$ cat src/rtl/usart_pkg.sv
// rtl/usart_pkg.sv - USART register map, scheduler FSM states and UCSRB values
// RX_RD/RX_CAP exist only when USART_SCHED_RX_EN is defined.
package usart_pkg;

  localparam logic [11:0] ADDR_UCSRA = 12'h0C0;
  localparam logic [11:0] ADDR_UCSRB = 12'h0C1;
  localparam logic [11:0] ADDR_UCSRC = 12'h0C2;
  localparam logic [11:0] ADDR_UBRRL = 12'h0C4;
  localparam logic [11:0] ADDR_UBRRH = 12'h0C5;
  localparam logic [11:0] ADDR_UDR   = 12'h0C6;

  localparam logic [7:0] UCSRB_TX_ONLY = 8'h08;
  localparam logic [7:0] UCSRB_RX_TX   = 8'h18;

  localparam int INIT_WRITES = 5;

  typedef enum logic [2:0] {
    INIT_WR,
    INIT_GAP,
    IDLE,
    TX_WR,
    TX_WAIT
`ifdef USART_SCHED_RX_EN
    ,
    RX_RD,
    RX_CAP
`endif
  } sched_state_t;

endpackage

$ cat src/rtl/usart_sched_rr_arb.sv
// rtl/usart_sched_rr_arb.sv - two-way round-robin arbiter for the USART transmit requesters
module usart_sched_rr_arb (
  input  logic       clk,
  input  logic       resetn,
  input  logic [1:0] req,
  input  logic       grant_en,
  output logic [1:0] gnt
);

  // Set when requester 1 won last, which hands priority to requester 0.
  logic last1;

  always_comb begin
    gnt = req;
    if (req == 2'b11) begin
      gnt = last1 ? 2'b01 : 2'b10;
    end
  end

  always_ff @(posedge clk) begin
    if (!resetn) begin
      last1 <= 1'b1;
    end else if (grant_en && (gnt != 2'b00)) begin
      last1 <= gnt[1];
    end
  end

endmodule

$ cat src/rtl/usart_tx_sched.sv
// rtl/usart_tx_sched.sv - USART init sequencer and two-requester transmit scheduler
// Optional receive path enabled by defining USART_SCHED_RX_EN.
module usart_tx_sched
  import usart_pkg::*;
#(
  parameter logic [11:0] UBRR_VAL  = 12'h081,
  parameter logic [7:0]  UCSRA_VAL = 8'h00,
  parameter logic [7:0]  UCSRC_VAL = 8'h06
) (
  input  logic        cp2,
  input  logic        ireset,
  output logic [11:0] ram_Addr,
  output logic        ramwe,
  output logic        ramre,
  output logic [7:0]  dbus_out,
  input  logic [7:0]  dbus_in,
  input  logic        udre,
  input  logic        RxcIRQ,
  input  logic        req0,
  input  logic        req1,
  input  logic [7:0]  data0,
  input  logic [7:0]  data1,
  output logic        ack0,
  output logic        ack1,
  output logic [7:0]  rx_data,
  output logic        rx_valid,
  output logic        init_done
);

`ifdef USART_SCHED_RX_EN
  localparam logic [7:0] UCSRB_VAL = UCSRB_RX_TX;
`else
  localparam logic [7:0] UCSRB_VAL = UCSRB_TX_ONLY;
`endif

  sched_state_t state;
  logic [2:0]   init_idx;
  logic         wait_cnt;
  logic [11:0]  init_addr;
  logic [7:0]   init_data;
  logic [1:0]   gnt;
  logic         rx_pending;
  logic         grant_en;

  always_comb begin
    init_addr = ADDR_UBRRH;
    init_data = {4'h0, UBRR_VAL[11:8]};
    case (init_idx)
      3'd1:    begin init_addr = ADDR_UBRRL; init_data = UBRR_VAL[7:0]; end
      3'd2:    begin init_addr = ADDR_UCSRA; init_data = UCSRA_VAL;     end
      3'd3:    begin init_addr = ADDR_UCSRB; init_data = UCSRB_VAL;     end
      3'd4:    begin init_addr = ADDR_UCSRC; init_data = UCSRC_VAL;     end
      default: ;
    endcase
  end

`ifdef USART_SCHED_RX_EN
  assign rx_pending = RxcIRQ;
`else
  logic unused_rx;
  assign rx_pending = 1'b0;
  assign unused_rx  = ^{RxcIRQ, dbus_in};
  assign rx_data    = 8'h00;
  assign rx_valid   = 1'b0;
`endif

  // A pending receive blocks the grant so the RR pointer does not advance.
  assign grant_en = (state == IDLE) && init_done && udre && !rx_pending;

  usart_sched_rr_arb u_arb (
    .clk      (cp2),
    .resetn   (ireset),
    .req      ({req1, req0}),
    .grant_en (grant_en),
    .gnt      (gnt)
  );

  always_ff @(posedge cp2) begin
    if (!ireset) begin
      state     <= INIT_WR;
      init_idx  <= 3'd0;
      wait_cnt  <= 1'b0;
      ram_Addr  <= 12'h000;
      ramwe     <= 1'b0;
      ramre     <= 1'b0;
      dbus_out  <= 8'h00;
      ack0      <= 1'b0;
      ack1      <= 1'b0;
      init_done <= 1'b0;
`ifdef USART_SCHED_RX_EN
      rx_data   <= 8'h00;
      rx_valid  <= 1'b0;
`endif
    end else begin
      ramwe <= 1'b0;
      ramre <= 1'b0;
      ack0  <= 1'b0;
      ack1  <= 1'b0;
`ifdef USART_SCHED_RX_EN
      rx_valid <= 1'b0;
`endif
      case (state)
        INIT_WR: begin
          ram_Addr <= init_addr;
          dbus_out <= init_data;
          ramwe    <= 1'b1;
          state    <= INIT_GAP;
        end
        INIT_GAP: begin
          if (init_idx == 3'(INIT_WRITES - 1)) begin
            state <= IDLE;
          end else begin
            init_idx <= init_idx + 3'd1;
            state    <= INIT_WR;
          end
        end
        IDLE: begin
          if (!init_done) begin
            init_done <= 1'b1;
`ifdef USART_SCHED_RX_EN
          end else if (RxcIRQ) begin
            ram_Addr <= ADDR_UDR;
            ramre    <= 1'b1;
            state    <= RX_RD;
`endif
          end else if (grant_en && (gnt != 2'b00)) begin
            ram_Addr <= ADDR_UDR;
            dbus_out <= gnt[1] ? data1 : data0;
            ramwe    <= 1'b1;
            ack0     <= gnt[0];
            ack1     <= gnt[1];
            state    <= TX_WR;
          end
        end
        TX_WR: begin
          wait_cnt <= 1'b0;
          state    <= TX_WAIT;
        end
        // Two cycles for the USART to drop UDRE after a data write.
        TX_WAIT: begin
          wait_cnt <= 1'b1;
          if (wait_cnt) begin
            state <= IDLE;
          end
        end
`ifdef USART_SCHED_RX_EN
        RX_RD: begin
          rx_data  <= dbus_in;
          rx_valid <= 1'b1;
          state    <= RX_CAP;
        end
        RX_CAP: begin
          state <= IDLE;
        end
`endif
        default: begin
          state <= INIT_WR;
        end
      endcase
    end
  end

endmodule

$ cat config.mk
export PLATFORM = sky130hd
export DESIGN_NAME = usart_tx_sched
export DESIGN_NICKNAME = d
export VERILOG_FILES = /design/src/rtl/usart_pkg.sv /design/src/rtl/usart_sched_rr_arb.sv /design/src/rtl/usart_tx_sched.sv
export SDC_FILE = /design/constraint.sdc
export NUM_CORES = 1
export LEC_CHECK = 0
export BUFFER_PORTS_ARGS = -buffer_cell sky130_fd_sc_hd__clkbuf_2
export CORE_UTILIZATION = 30
export DETAILED_ROUTE_END_ITERATION = 7
export PLACE_DENSITY = 0.59
export SYNTH_ARGS = -nofsm -noshare
export SYNTH_HDL_FRONTEND = slang
export SYNTH_HIERARCHICAL = 1
export SYNTH_SLANG_ARGS = --single-unit
$ cat constraint.sdc
create_clock -name cp2 -period 1.7 [get_ports cp2]
set_input_delay 0 -clock cp2 [delete_from_list [all_inputs] [get_ports cp2]]
set_output_delay 0 -clock cp2 [all_outputs]
set_load 0.02 [all_outputs]
==> flow_summary.toml, run 1 <==
[power_and_ir_drop]
p_int_mw = 1.01
switching_power_uw = 352
clkPwrFrac = 0.371
totalPowerFinal_mw = 1.36
ir_drop_mv = 0.492
p_leak_nw = 0.785
pwr-share-seq = 0.445
pwr-share-comb = 0.184
power.density_nw_per_um2 = 828
sw_frac_of_total = 0.259

[global_routing]
antenna_found_initial = 0
grt.total_usage = 0.112
grt_pass1_wl_um = 4330
grt_pass1_vias = 969
grt_max_degree = 26
grt_overflow = 0

[clock_network]
clockBufferDepth = 2
cts_tree = "done"
cts_num_sinks = 24
clkLatencyLatePin_ns = 0.27
root_buffer = "clkbuf_8"
htreeDepth = 1
clk_pin_slew_worst_paths_ns = 0.09
cts_made_buffers = 3

[cells_and_area]
diodes = 0
fin_cells = 241
fin_nets = 225
utilization = 0.376
final_area_sq_um = 1640
layout_commonest_cell = "clkbuf_2"
syn_to_final_growth_pct = 20.7
layout-drive-gt1-share = 0.307
final_cell_mix = "clkbuf_2, dfxtp_1, conb_1"

[logic_synthesis]
yosys_register_bits = 24
synth_area_sq_um = 1360
avgSynthCellArea_sq_um = 9.24
seq_area_frac_synth = 0.354
synth-edff-count = 0
synth.distinct_cells = 39
synth-warning-count = 6
synth-main-ff-cell = "dfxtp_1"
synthArstFlopShare = 0
syn-instance-count = 147

[worst_setup_path]
critPathKind = "reg -> reg"
critPathArrivalTime_ns = 1.78
worst_path_max_delay_cell = "dfxtp_2"
end_kind = "register"
cp_data_required_time_ns = 1.87
crit_path_start_kind = "register"
cp_max_fo = 5
crit_chain = "inv_1 > a21boi_1 > buf_4 > o211ai_4 > a211oi_4 > buf_6 > mux2i_1 > nor2b_1"
max_stage_delay_ns = 0.35

[place]
place_area_sq_um = 1540
hpwl_um = 1920
port_buffers = 37
gp_congestion = 0.779
place_ws_ns = 0.0171
dp.cells = 234

[sta]
holdWs_ns = 0.0482
rsz0062_at_grt = "false"
fmax_mhz = 622
period_minus_slack_ns = 1.61
finalSetupTns_ns = 0
setup_ws_ns = 0.0934
finClkSkew_ns = 0.0108
hold_viol_final = 0
slew_violations = 0
fin_crit_sh = 0.945
setup_viol = 0

[drt]
drt_first_pass_iters = 4
wl_um = 2680
via_per_inst = 4.38
vias = 1055
ant_nets = 0
wl_per_cell_um = 11.1
drcViolationCount = 0
drt_iter0_drc = 41

[floorplanning]
rows = 24
die_h_um = 69.3
core_area_sq_um = 4350
die_w_um = 69.3
ioPinCount = 64
start_util = 0.312
die-area_sq_um = 4800

[flow_run]
drv_cap = 0

[run_status]
outcome = "finished clean"

[worst_hold_path]
hold_path_class = "in -> reg"
-- Yosys cell counts (5+ instances only) --
library cell | count | area (sq um)
o21ai_0 | 5 | 25.0
mux2i_1 | 12 | 120
ha_1 | 5 | 62.6
buf_4 | 18 | 135
nor2b_1 | 8 | 50.1
nor2_1 | 6 | 22.5
and2_1 | 5 | 31.3
inv_1 | 5 | 18.8
dfxtp_1 | 24 | 480
nand2_1 | 9 | 33.8
-- power by group through the flow --
stage	Sequential [mW]	Clock, mW	Combinational [mW]
detailed placement	0.618	0	0.238
CTS	0.605	0.516	0.241
global placement	0.617	0	0.237
floorplan	0.633	0	0.179
finish	0.604	0.504	0.249
global route	0.608	0.541	0.274
-- critical path: cells and delay by family (launching register included) --
family	cells	cell delay (ns)
multiplexers	1	0.18
flip-flops	1	0.35
buffers and inverters	3	0.36
AND/OR/NAND/NOR	1	0.06
AO/OA/AOI/OAI	3	0.55
-- area by class of cell --
class / count / area [sq um]
multi-input combinational: 109 / 739
clock inverter: 1 / 30.0
clock buffer: 3 / 41.3
timing repair buffer: 47 / 263
inverter: 5 / 18.8
sequential: 24 / 482
fill: 447 / 2720
tap: 52 / 65.1
-- logic make-up after synthesis --
family,count (synthesis),share of synthesized area
compound gates,27,0.166
xor+xnor,1,0.00645
fa+ha+maj,5,0.0461
buf+inv,30,0.146
flops,24,0.354
mux,12,0.0885
other cells,1,0.00276
simple gates,47,0.191
-- flip-flops by register name, indices dropped and copies added, names as in the netlist --
name,cells
u_arb/last1,1
ram_Addr,4
ack1,1
init_idx,3
init_done,1
wait_cnt,1
dbus_out,8
ack0,1
ramwe,1
state,3
-- per-layer routing --
layer | vias to the layer above | share of wire | global-route usage
li1 | 556 | - | -
met1 | 471 | 0.50 | 0.141
met2 | 28 | 0.46 | 0.192
met3 | 0 | 0.044 | 0.0349
met4 | 0 | 0 | 0.0136
met5 | - | 0 | 0
-- worst paths after layout --
kind                     from          end  slack [ns]  cells past startpoint
setup / recovery  u_arb/last1  dbus_out[5]        0.09                      8
hold / removal           req1  u_arb/last1        0.05                      3
setup reg to reg  u_arb/last1  dbus_out[5]        0.09                      8
hold reg to reg   ram_Addr[0]  ram_Addr[0]        0.46                      2
-- what timing repair did --
item,CTS,global route
setup buffers,0,1
setup endpoints to repair,0,8
gates resized for setup,0,4
hold buffers,0,0
No activity file was read; power rests on OpenSTA's default activity.
==> run 2: changes to the inputs <==
GPL_ROUTABILITY_DRIVEN = 0   (was unset)
MAX_ROUTING_LAYER = met4   (was unset)
REMOVE_ABC_BUFFERS = 1   (was unset)
==> run 2 against run 1 <==
Compared with the run above: clock power shrank 35%; flip-flop and latch count is the same; clock-buffer cell count is the same; worst setup slack improved by 0.037 ns; clock skew shrank 0.0093 ns; global-route usage fell by 0.54 points; via count unchanged; first-iteration DRC count increased by 22%.
==> flow_summary.toml, run 2 (synthesis results as in run 1) <==
[global_routing]
grt_max_degree = 20
grt.total_usage = 0.106
grt_overflow = 0
grt_pass1_wl_um = 3990
grt_pass1_vias = 913
antenna_found_initial = 0

[worst_hold_path]
hold_path_class = "in -> reg"
worstHoldStart = "req1"
min_to = "u_arb/last1"
hold_depth = 3

[cells_and_area]
diodes = 0
layout-drive-gt1-share = 0.303
final_area_sq_um = 1620
fin_nets = 225
syn_to_final_growth_pct = 19.3
reg_top3 = "dbus_out: 8 flops, ram_Addr: 4 flops"
layout_commonest_cell = "clkbuf_2"
top_register = "dbus_out"
largest_reg_flops = 8
final_cell_mix = "clkbuf_2, dfxtp_1, conb_1"

[drt]
via_per_inst = 4.40
wl_met1_um = 1200
wl_per_cell_um = 10.1
drcViolationCount = 0
ant_nets = 0
dr_wl_met2_um = 1070
drt_first_pass_iters = 4
wl_um = 2420
vias = 1055
dr.max_layer_used = "met4"
route.met3.wl_um = 120
drt_iter0_drc = 50

[sta]
fmax_mhz = 637
finalSetupTns_ns = 0
period_minus_slack_ns = 1.57
setup_viol = 0
slew_violations = 0
hold_viol_final = 0
rsz0062_at_grt = "false"
finClkSkew_ns = 0.00149
setup_ws_ns = 0.130
fin_crit_sh = 0.923

[worst_setup_path]
path_buf_inv = 1
crit_cells = 6
max_stage_delay_ns = 0.34
r2r-start = "u_arb/last1"
worst_path_max_delay_cell = "dfxtp_2"
worstReg2RegEnd = "dbus_out[4]"
critical_path.top_delay_family = "compound AO/OA/AOI/OAI gates"
cp_max_fo = 19
crit_chain = "a21boi_1 > o211ai_4 > a211oi_4 > buf_12 > mux2i_1 > nor2b_1"
end_kind = "register"
cp_data_required_time_ns = 1.86
critPathArrivalTime_ns = 1.73
crit_path_start_kind = "register"
critPathKind = "reg -> reg"
ff2ff_setup_slack_ns = 0.13
r2r_cells = 6

[floorplanning]
start_util = 0.312
ioPinCount = 64
core_area_sq_um = 4350
rows = 24
die_w_um = 69.3
die-area_sq_um = 4800
die_h_um = 69.3

[place]
place_ws_ns = 0.0791
hpwl_um = 1810
port_buffers = 37
place_area_sq_um = 1560

[clock_network]
cts_tree = "done"
clk_pin_slew_worst_paths_ns = 0.08
clockBufferDepth = 2
htreeDepth = 1
cts_made_buffers = 3
cts_num_sinks = 24
root_buffer = "clkbuf_8"
clkLatencyLatePin_ns = 0.26

[power_and_ir_drop]
p_leak_nw = 0.777
ir_drop_mv = 0.248
power.density_nw_per_um2 = 723

[run_status]
outcome = "finished clean"

[flow_run]
drv_cap = 0
## run 2: cell count changes in the layout (fill, tap and decap cells not counted)
cell       before  now
buf_12          0    1
buf_6           2    0
buf_2           2    0
bufinv_16       1    0
buf_4           6    9
## run 2: power breakdown
group / internal, mW / switching [mW] / total [mW]
sequential: 0.586 / 0.0176 / 0.603
combinational: 0.102 / 0.138 / 0.240
clock: 0.158 / 0.169 / 0.328
total: 0.846 / 0.325 / 1.17
## run 2: metal layers
| layer | up-vias | GRT usage |
|---|---|---|
| met5 | - | - |
| met4 | 0 | 0.0476 |
| met3 | 4 | 0.0276 |
| met2 | 34 | 0.165 |
| met1 | 467 | 0.130 |
| li1 | 550 | - |
## run 2: cell type report
class	instances	area [sq um]
well taps	52	65.1
multi-input cells	109	739
repair buffers	47	273
flip-flops and latches	24	482
inverters	5	18.8
clock buffers	3	41.3
fillers	445	2740
## run 2: through the flow
step           utilization  total power, mW  std cells  hold slack, ns
2_1_floorplan            -            0.767        138          0.0592
3_3_place_gp         0.359            0.852        235           0.292
3_5_place_dp         0.359            0.855        235           0.300
4_1_cts              0.368             1.18        238          0.0226
5_1_grt              0.372             1.23        240          0.0374
6_report             0.372             1.17        240          0.0218
## run 2: worst reg2reg max path, stage by stage, from the launching register on
cell	delay (ns)
dfxtp_2	0.34
a21boi_1	0.27
o211ai_4	0.14
a211oi_4	0.29
buf_12	0.18
mux2i_1	0.19
nor2b_1	0.06
## run 2: what timing repair did
item                                    CTS  global route
buffers inserted                          0             2
endpoints found under the setup margin    0             7
resized for setup                         0             2
hold buffers                              0             0
## run 2: worst max-delay path by stage
| stage | slack (ns) | from | end |
|---|---|---|---|
| after floorplan | -0.89 | u_arb/last1 | dbus_out[4] |
| after global placement | 0.10 | u_arb/last1 | dbus_out[4] |
| after detailed placement | 0.08 | u_arb/last1 | dbus_out[4] |
| after CTS | 0.06 | u_arb/last1 | dbus_out[4] |
| after global routing | 0.02 | u_arb/last1 | dbus_out[4] |
| final | 0.13 | u_arb/last1 | dbus_out[4] |
==> run 3: changes to the inputs <==
ABC_AREA = 1   (was unset)
PLACE_DENSITY = 0.58   (was 0.59)
==> run 3 against run 2 <==
Compared with the run above: the run now ends with design-rule violations left; cell count rose by 21%; largest cell class unchanged; first-iteration DRC count rose by 18%; die area rose by 3.8%; critical path type unchanged.
==> flow_summary.toml, run 3 <==
[run_status]
outcome = "finished, violations left"
violations = "design-rule violations"

[drt]
drt_first_pass_iters = 6
vias = 1223
route.met3.wl_um = 142
wl_per_cell_um = 9.52
ant_nets = 0
drcViolationCount = 14
drt_iter0_drc = 59
wl_um = 2770
via_per_inst = 4.20
dr_wl_met2_um = 1250
dr.max_layer_used = "met3"
wl_met1_um = 1380

[worst_setup_path]
end_kind = "register"
path_buf_inv = 2
crit_cells = 9
max_stage_delay_ns = 0.33
worst_path_max_delay_cell = "dfxtp_1"
cp_data_required_time_ns = 1.86
critical_path.top_delay_family = "simple AND/OR/NAND/NOR gates"
crit_chain = "nand2_1 > and2_1 > inv_4 > nand2_1 > nand3_4 > nand2_4 > inv_1 > nor2_1 > nor2_1"
crit_path_start_kind = "register"
cp_max_fo = 11
r2r_cells = 9
critPathArrivalTime_ns = 1.64
r2r-start = "u_arb/last1"
startpoint = "u_arb/last1"
critPathKind = "reg -> reg"

[logic_synthesis]
seq_area_frac_synth = 0.341
syn-instance-count = 204
synth-main-ff-cell = "dfxtp_1"
synth_common_cells = "nand2_1, dfxtp_1, nor2_1, buf_4, inv_1"
synth_area_sq_um = 1410
synth-edff-count = 0
yosys_register_bits = 24
synth.distinct_cells = 27
synth-warning-count = 6
synthArstFlopShare = 0
synthMostInstantiatedCell = "nand2_1"
synth_top_area_frac = 0.341
synthTopCellsByArea = "dfxtp_1, nand2_1, buf_4"
synth_largest_area_cell = "dfxtp_1"
avgSynthCellArea_sq_um = 6.91

[sta]
fmax_mhz = 677
setup_ws_ns = 0.224
fin_crit_sh = 0.868
finalSetupTns_ns = 0
rsz0062_at_grt = "false"
holdWs_ns = 0.0363
hold_viol_final = 0
finClkSkew_ns = 0.00433
slew_violations = 0
setup_viol = 0
period_minus_slack_ns = 1.48

[clock_network]
clockBufferDepth = 2
clkLatencyLatePin_ns = 0.26
cts_made_buffers = 3
root_buffer = "clkbuf_8"
htreeDepth = 1
cts_post_setup_buffers_inserted = 0
cts_num_sinks = 24
cts_tree = "done"
clk_pin_slew_worst_paths_ns = 0.08

[cells_and_area]
largest_reg_flops = 8
final_cell_mix = "nand2_1, clkbuf_2, nor2_1, dfxtp_1, inv_1"
utilization = 0.361
syn_to_final_growth_pct = 13.8
fin_nets = 276
diodes = 0
reg_top3 = "dbus_out: 8 flops, ram_Addr: 4 flops"
top_register = "dbus_out"
fin_cells = 291
layout-drive-gt1-share = 0.213
layout_commonest_cell = "nand2_1"

[global_routing]
grt_max_degree = 14
grt_pass1_vias = 1092
grt.total_usage = 0.121
antenna_found_initial = 0
grt_overflow = 0
grt_pass1_wl_um = 4800

[floorplanning]
core_area_sq_um = 4440
die_h_um = 70.6
ioPinCount = 64
die-area_sq_um = 4980
start_util = 0.317
die_w_um = 70.6
rows = 24

[worst_hold_path]
hold_depth = 3
worstHoldStart = "req1"
hold_path_class = "in -> reg"

[power_and_ir_drop]
ir_drop_mv = 0.316
power.density_nw_per_um2 = 857
p_leak_nw = 0.882

[place]
port_buffers = 37
dp.cells = 288
place_ws_ns = 0.142
hpwl_um = 2130

[flow_run]
drv_cap = 0
run 3: cell types whose count changed after synthesis, sizes merged, moves of 3 or more:
cell / before / now
nor2: 6 / 26
inv: 5 / 20
nand3b: 0 / 4
nand2: 9 / 67
nor2b: 8 / 0
and3: 4 / 0
nand3: 4 / 13
mux2i: 12 / 0
o211ai: 3 / 0
a21oi: 2 / 8
nand2b: 4 / 0
nor3: 0 / 3
a21boi: 6 / 1
and2: 5 / 1
run 3: worst reg2reg max path: stages (launching register included):
cell     delay (ns)
dfxtp_1        0.33
nand2_1        0.07
and2_1         0.18
inv_4          0.08
nand2_1        0.11
nand3_4        0.16
nand2_4        0.16
inv_1          0.12
nor2_1         0.14
nor2_1         0.05
run 3: cell families (layout without fill, tap and decap cells):
| kind of cell | after synthesis | count (layout) | synth area share |
|---|---|---|---|
| buf+inv | 43 | 62 | 0.180 |
| simple gates | 114 | 114 | 0.366 |
| other cells | 1 | 17 | 0.00266 |
| flops | 24 | 24 | 0.341 |
| compound gates | 17 | 17 | 0.0657 |
| fa+ha+maj | 5 | 5 | 0.0444 |
run 3: final timing paths:
kind                                     to  slack, ns
worst min register to register     wait_cnt       0.47
worst max register to register  dbus_out[3]       0.22
worst max-delay path            dbus_out[3]       0.22
worst min-delay path            u_arb/last1       0.04
run 3: layout make-up:
cell class | instances | area [sq um]
fill | 501 | 2840
clock buffer | 3 | 41.3
timing repair buffer | 39 | 200
inverter | 20 | 77.6
tap | 52 | 65.1
sequential | 24 | 480
multi-input combinational | 153 | 741
run 3: where the power goes:
group / switching [mW] / total, mW / internal, mW
sequential: 0.0356 / 0.650 / 0.614
clock: 0.170 / 0.328 / 0.158
combinational: 0.263 / 0.398 / 0.135
total: 0.468 / 1.38 / 0.907
run 3: per-stage QoR:
step           instance area, sq um  power [mW]
2_1_floorplan                  1290       0.945
4_1_cts                        1600        1.39
3_3_place_gp                   1560        1.06
6_report                       1610        1.38
3_5_place_dp                   1560        1.06
5_1_grt                        1610        1.48
run 3: routing by layer:
metal | GRT usage | vias up
met4 | 0.0200 | 0
met1 | 0.164 | 525
met2 | 0.192 | 28
li1 | - | 670
met5 | - | -
met3 | 0.0228 | 0
run 3: repair_timing:
item | CTS | global route
hold buffers | 0 | 0
gates resized for setup | 0 | 1
setup endpoints to repair | 0 | 4
